$ cat src/rtl/fetch_sequencer_pkg.sv
// Shared constants and state encoding for the instruction-fetch stage.
// ST_TRAP exists only when FETCH_MISALIGN_TRAP_EN is defined.
package fetch_sequencer_pkg;

    localparam logic [6:0]  OPC_JAL   = 7'b1101111;
    localparam logic [31:0] NOP_INSTR = 32'h0000_0013;

    typedef enum logic [1:0] {
        ST_RUN  = 2'd0,
        ST_HOLD = 2'd1
`ifdef FETCH_MISALIGN_TRAP_EN
        ,
        ST_TRAP = 2'd2
`endif
    } fetch_state_e;

    function automatic logic is_misaligned(input logic [1:0] lsbs);
        return lsbs != 2'b00;
    endfunction

endpackage

$ cat src/rtl/fetch_sequencer_next_pc.sv
// Combinational successor-PC logic: decodes the JAL J-immediate and produces the
// sequential or jump target. Kept separate so a branch predictor can reuse it.
module fetch_next_pc
    import fetch_sequencer_pkg::*;
#(
    parameter int XLEN = 32
) (
    input  logic [XLEN-1:0] i_pc,
    input  logic [31:0]     i_instr,
    output logic [XLEN-1:0] o_next_pc,
    output logic            o_is_jal
);

    logic [XLEN-1:0] w_jimm;
    logic            w_unused_rd;

    assign w_jimm = {{(XLEN-20){i_instr[31]}}, i_instr[19:12], i_instr[20],
                     i_instr[30:21], 1'b0};

    assign o_is_jal  = (i_instr[6:0] == OPC_JAL);
    assign o_next_pc = i_pc + (o_is_jal ? w_jimm : XLEN'(4));

    // The destination register field is irrelevant to fetch.
    assign w_unused_rd = ^i_instr[11:7];

endmodule

$ cat src/rtl/fetch_sequencer.sv
// Instruction-fetch stage: PC register, local JAL resolution, downstream redirects and
// a one-entry output register to decode. Optional misalignment trap: FETCH_MISALIGN_TRAP_EN.
module fetch_sequencer
    import fetch_sequencer_pkg::*;
#(
    parameter int              XLEN         = 32,
    parameter int              MEM_WORDS    = 64,
    parameter logic [XLEN-1:0] RESET_VECTOR = '0
) (
    input  logic                         clk,
    input  logic                         reset,
    output logic [XLEN-1:0]              o_imem_addr,
    output logic [$clog2(MEM_WORDS)-1:0] o_imem_word_idx,
    input  logic [31:0]                  i_imem_rdata,
    output logic [31:0]                  o_instr_out,
    output logic [XLEN-1:0]              o_instr_pc,
    output logic                         o_instr_valid,
    input  logic                         i_instr_ready,
    input  logic                         i_redirect_valid,
    input  logic [XLEN-1:0]              i_redirect_target
`ifdef FETCH_MISALIGN_TRAP_EN
    ,
    output logic                         o_misalign_trap
`endif
);

    localparam int IDXW = $clog2(MEM_WORDS);

    fetch_state_e    r_state;
    logic [XLEN-1:0] r_pc;
    logic [31:0]     r_instr_out;
    logic [XLEN-1:0] r_instr_pc;
    logic            r_instr_valid;

    fetch_state_e    w_state_nxt;
    logic [XLEN-1:0] w_pc_nxt;
    logic [31:0]     w_instr_nxt;
    logic [XLEN-1:0] w_instr_pc_nxt;
    logic            w_valid_nxt;
    logic            w_fire;
    logic [XLEN-1:0] w_next_pc;
    logic            w_unused_is_jal;

`ifdef FETCH_MISALIGN_TRAP_EN
    logic            r_misalign_trap;
    logic            w_trap_nxt;
`else
    logic            w_unused_lsbs;
`endif

    fetch_next_pc #(
        .XLEN (XLEN)
    ) u_next_pc (
        .i_pc      (r_pc),
        .i_instr   (i_imem_rdata),
        .o_next_pc (w_next_pc),
        .o_is_jal  (w_unused_is_jal)
    );

    assign w_fire = !r_instr_valid || i_instr_ready;

    always_ff @(posedge clk) begin
        if (reset) begin
            r_state       <= ST_RUN;
            r_pc          <= RESET_VECTOR;
            r_instr_out   <= NOP_INSTR;
            r_instr_pc    <= RESET_VECTOR;
            r_instr_valid <= 1'b0;
`ifdef FETCH_MISALIGN_TRAP_EN
            r_misalign_trap <= 1'b0;
`endif
        end else begin
            r_state       <= w_state_nxt;
            r_pc          <= w_pc_nxt;
            r_instr_out   <= w_instr_nxt;
            r_instr_pc    <= w_instr_pc_nxt;
            r_instr_valid <= w_valid_nxt;
`ifdef FETCH_MISALIGN_TRAP_EN
            r_misalign_trap <= w_trap_nxt;
`endif
        end
    end

    // Redirect outranks fetch; the word read in a redirect cycle is simply dropped.
    always_comb begin
        w_state_nxt    = r_state;
        w_pc_nxt       = r_pc;
        w_instr_nxt    = r_instr_out;
        w_instr_pc_nxt = r_instr_pc;
        w_valid_nxt    = r_instr_valid;
`ifdef FETCH_MISALIGN_TRAP_EN
        w_trap_nxt     = r_misalign_trap;
`endif
        case (r_state)
`ifdef FETCH_MISALIGN_TRAP_EN
            ST_TRAP: begin
                w_valid_nxt = 1'b0;
            end
`endif
            default: begin
                if (i_redirect_valid) begin
                    w_valid_nxt = 1'b0;
                    w_state_nxt = ST_RUN;
`ifdef FETCH_MISALIGN_TRAP_EN
                    w_pc_nxt = i_redirect_target;
                    if (is_misaligned(i_redirect_target[1:0])) begin
                        w_state_nxt = ST_TRAP;
                        w_trap_nxt  = 1'b1;
                    end
`else
                    w_pc_nxt = {i_redirect_target[XLEN-1:2], 2'b00};
`endif
                end else if (w_fire) begin
                    w_instr_nxt    = i_imem_rdata;
                    w_instr_pc_nxt = r_pc;
                    w_valid_nxt    = 1'b1;
                    w_state_nxt    = ST_RUN;
`ifdef FETCH_MISALIGN_TRAP_EN
                    w_pc_nxt = w_next_pc;
                    // Sequential successors are always aligned, so only a JAL can land here.
                    if (is_misaligned(w_next_pc[1:0])) begin
                        w_valid_nxt = 1'b0;
                        w_state_nxt = ST_TRAP;
                        w_trap_nxt  = 1'b1;
                    end
`else
                    w_pc_nxt = {w_next_pc[XLEN-1:2], 2'b00};
`endif
                end else begin
                    w_state_nxt = ST_HOLD;
                end
            end
        endcase
    end

`ifndef FETCH_MISALIGN_TRAP_EN
    assign w_unused_lsbs = ^{i_redirect_target[1:0], w_next_pc[1:0]};
`endif

    assign o_imem_addr     = r_pc;
    assign o_imem_word_idx = r_pc[2 +: IDXW];
    assign o_instr_out     = r_instr_out;
    assign o_instr_pc      = r_instr_pc;
    assign o_instr_valid   = r_instr_valid;
`ifdef FETCH_MISALIGN_TRAP_EN
    assign o_misalign_trap = r_misalign_trap;
`endif

endmodule

$ cat config.mk
export PLATFORM = sky130hd
export DESIGN_NAME = fetch_sequencer
export DESIGN_NICKNAME = d
export VERILOG_FILES = /design/src/rtl/fetch_sequencer_pkg.sv /design/src/rtl/fetch_sequencer_next_pc.sv /design/src/rtl/fetch_sequencer.sv
export SDC_FILE = /design/constraint.sdc
export NUM_CORES = 1
export LEC_CHECK = 0
export CAP_MARGIN = 20
export CORE_MARGIN = 5
export CORE_UTILIZATION = 48
export CTS_BUF_LIST = sky130_fd_sc_hd__clkbuf_2 sky130_fd_sc_hd__clkbuf_4 sky130_fd_sc_hd__clkbuf_8
export DETAILED_ROUTE_END_ITERATION = 7
export PLACE_DENSITY = 0.82
export SYNTH_ARGS = -nofsm -noshare
export SYNTH_HDL_FRONTEND = slang
export SYNTH_SLANG_ARGS = --single-unit
$ cat constraint.sdc
create_clock -name clk -period 5.2 [get_ports clk]
set_input_delay 1.04 -clock clk [delete_from_list [all_inputs] [get_ports clk]]
set_output_delay 1.04 -clock clk [all_outputs]
set_load 0.01 [all_outputs]
==> results of run 1 <==
sequential cells by signal (all words and copies together), names as in the netlist:
name	count
o_imem_addr	30
o_instr_out	32
o_instr_pc	30
o_instr_valid	1
per-layer routing:
metal  vias up  wire [um]
li1       2758          -
met5         -          0
met3        36       1030
met2       176       8630
met4         0        436
met1      2631       7290
power groups by stage:
stage / registers [mW] / logic, mW / clock network [mW]
after floorplan: 0.814 / 0.159 / 0
after global placement: 0.810 / 0.335 / 0
after detailed placement: 0.811 / 0.341 / 0
after CTS: 0.795 / 0.343 / 0.521
after global routing: 0.802 / 0.370 / 0.551
final: 0.796 / 0.342 / 0.514
how the worst max path moves through the flow:
stage                    startpoint                           end  slack [ns]
floorplan           i_imem_rdata[4]  o_imem_addr[24]$_SDFFE_PP0P_        1.18
global placement    i_imem_rdata[4]  o_imem_addr[24]$_SDFFE_PP0P_        0.30
detailed placement  i_imem_rdata[4]  o_imem_addr[24]$_SDFFE_PP0P_        0.21
CTS                 i_imem_rdata[4]  o_imem_addr[24]$_SDFFE_PP0P_        0.59
global route        i_imem_rdata[4]  o_imem_addr[24]$_SDFFE_PP0P_        0.40
finish              i_imem_rdata[4]  o_imem_addr[24]$_SDFFE_PP0P_        0.55
worst max-delay path: cells and delay by family:
| family | cells | cell delay [ns] |
|---|---|---|
| compound gates | 7 | 1.59 |
| buf+inv | 1 | 0.47 |
| simple gates | 2 | 0.81 |
| fa+ha+maj | 2 | 0.73 |
| mux | 1 | 0.27 |
cells in the final DEF (no fill, tap or decap), types with 6 or more instances in the layout:
cell and instances:
clkdlybuf4s50_1 162, xnor2_1 10, ha_1 18, and2_1 19, nand2_1 162, dfxtp_1 93
inv_1 16, o21ai_0 16, nor4_1 7, mux2i_1 8, nor3_1 8, a211oi_1 7
nor2_1 52, and3_1 10, nand4_1 7, o21ai_1 6, a21oi_1 95, nand3_1 31
buf_4 11, clkbuf_8 9, a221oi_1 6
cell families after synthesis:
group,Yosys count
other,1
AOI/OAI and AO/OA,182
buffers and inverters,75
muxes,9
DFF,93
adders and majority gates,20
xor gates and xnor gates,14
and+or+nand+nor,325
layout make-up:
| class | instances | area [sq um] | area share, % |
|---|---|---|---|
| timing repair buffer | 174 | 1710 | 23.6 |
| sequential | 93 | 1860 | 25.8 |
| tap | 140 | 175 | 2.42 |
| inverter | 16 | 60.1 | 0.831 |
| clock inverter | 6 | 68.8 | 0.952 |
| multi-input combinational | 554 | 3220 | 44.6 |
| clock buffer | 10 | 131 | 1.82 |
==> summary.txt, run 1 <==
Outcome
  • Status: finished clean

Layout
  • Non-Filler Instances: 993
  • Ant diodes: 0
  • Final nets: 935
  • Layout Utilization: 66.1%
  • Fillers: 971
  • Synth-to-Final Area Change: 34.2%
  • Share of layout cells above drive strength 1: 6.10%
  • Final Cell Area: 0.00723 sq mm

Synthesis
  • Seq/Total Area, Yosys: 34.6%
  • Post-synthesis mux area share: 1.70%
  • FF+latch count, synth: 93
  • Compound-cell area share of the yosys netlist: 22.3%
  • Synth Instances: 719
  • Post-synth cell types: 73
  • Asr flop ratio synth: 0%
  • Mapped Avg Cell Area: 7.49 sq um
  • Number of synthesized flops with an enable pin: 0
  • Synthesized cell area: 0.00539 sq mm
  • Post-synthesis xor/xnor area fraction: 2.28%
  • Synth Area in Simple Gates: 28.3%
  • Synth warn: 0
  • Adder-Cell Fraction of Synth Area: 4.74%
  • Top_reg_cell synth: dfxtp_1
  • Most instantiated library cell after synthesis: nand2_1
  • Combinational family with the most area after synthesis: simple AND/OR/NAND/NOR gates
  • Post-synth top cells: nand2_1, a21oi_1, dfxtp_1
  • Area leader, netlist: dfxtp_1
  • Top post-synthesis cells by area: dfxtp_1, nand2_1, a21oi_1, ha_1, nor2_1
  • Top cell type's share of synthesized area: 34.6%

Placement
  • Gpl congestion: 0.877
  • DP Area: 0.00703 sq mm
  • Placed cell count: 977
  • Final HPWL DP: 13,000 um
  • Pre-CTS WS: 0.207 ns
  • IO buf count: 164

Clocking
  • CTS Buf Count: 9
  • CTS tree: done
  • Post-CTS Repair Setup Buffers: 0
  • CTS Sinks: 93
  • Worst-case clock buffer depth: 2
  • Hold-fix buffers, CTS: 0
  • Root Driver: clkbuf_8
  • Clock Latency Late Sink: 0.38 ns
  • H-tree Lvls: 3
  • CTS resizes: 0
  • Reg clk slew, reported paths: 0.09 ns

Setup path
  • Worst R2R Setup Slack: 2.13 ns
  • CP max FO: 5
  • Cells on worst reg2reg path: 10
  • Worst Path Required: 5.47 ns
  • RR Endpoint: o_imem_addr[24]$_SDFFE_PP0P_
  • Reg-to-reg startpoint: o_imem_addr[2]$_SDFFE_PP0P_
  • Critical Path End Type: register
  • Critical path arrival: 4.92 ns
  • Slowest stage delay, CP: 0.47 ns
  • Startpoint Class: input port
  • Slowest CP cell: clkdlybuf4s50_1
  • WS Path Type: input port to register
  • Crit-path cells: clkdlybuf4s50_1 -> nand4b_2 -> or3_1 -> ha_1 -> fa_1 -> a211oi_2 -> o21ai_1 -> a31oi_4 -> o21bai_4 -> a21oi_4 -> mux2i_1 -> a21boi_1 -> o311a_1

Hold path
  • Hold-critical path depth: 2
  • Worst hold endpoint: o_instr_out[27]$_SDFFE_PP0P_
  • Min-Delay Path Class: register to register
  • Launch point of the worst hold path: o_instr_out[27]$_SDFFE_PP0P_

Global route
  • GRT Max-Usage Layer: met2
  • Vias in the first global route: 5,334
  • Met1 GRT Util: 31.2%
  • Initial antenna violation count: 0
  • Met3 usage: 4.86%
  • Tot GR Track Use: 25.9%
  • Met2 Usage GRT: 45.3%
  • Aggregate global routing overflow: 0
  • Largest net degree at the start of global routing: 94
  • First-pass GRT wire length: 27,500 um

Power and ir drop
  • Total power: 1.65 mW
  • Clk pwr share: 31.1%
  • Sequential power share: 48.2%
  • Combinational cell fraction of total power: 20.7%
  • P_sw: 0.494 mW
  • Leakage: 2.75 nW
  • Switching Fraction: 29.9%
  • Internal power: 1.16 mW
  • Worst vdd ir: 0.149 mV
  • Pwr dens: 228 mW/mm^2

Floorplanning
  • Die height: 116 um
  • Cell Rows: 38
  • Die ar.: 0.0134 sq mm
  • Chip Width: 116 um
  • Initial core utilization: 49.3%
  • IO Pins: 171
  • Area of the core: 0.0109 sq mm

Route
  • Vias per inst: 5.64
  • Post-route ant nets: 0
  • Detailed-route wire length: 17,400 um
  • 1st-pass router iterations: 5
  • Per-cell routed wire length: 17.5 um
  • Initial DRC Count: 372
  • DRC Markers: 0
  • Vias after detailed routing: 5,601

STA
  • Highest Clock Rate: 0.215 GHz
  • Final Hold Violating Endpoints: 0
  • Clock skew: 0.0103 ns
  • Final WS setup: 0.552 ns
  • Slew HR: 31.7%
  • Setup tns final: 0 ns
  • RSZ-0062 raised after global routing: false
  • Final min period: 4.65 ns
  • Worst hold slack: 0.456 ns
  • Period utilisation layout: 89.4%
  • Worst Tran Pin Value: 1.03 ns
  • Slew Viols, Final: 0
  • Final setup violation count: 0

Flow run
  • Max Cap Viol: 0
(Power assumes the default switching activity.)
==> run 2, diff against run 1 <==
ABC_CLOCK_PERIOD_IN_PS = 5200   (was unset)
==> results of run 2 <==
Same layout as run 1: the final DEF is identical, and so are final timing and power.
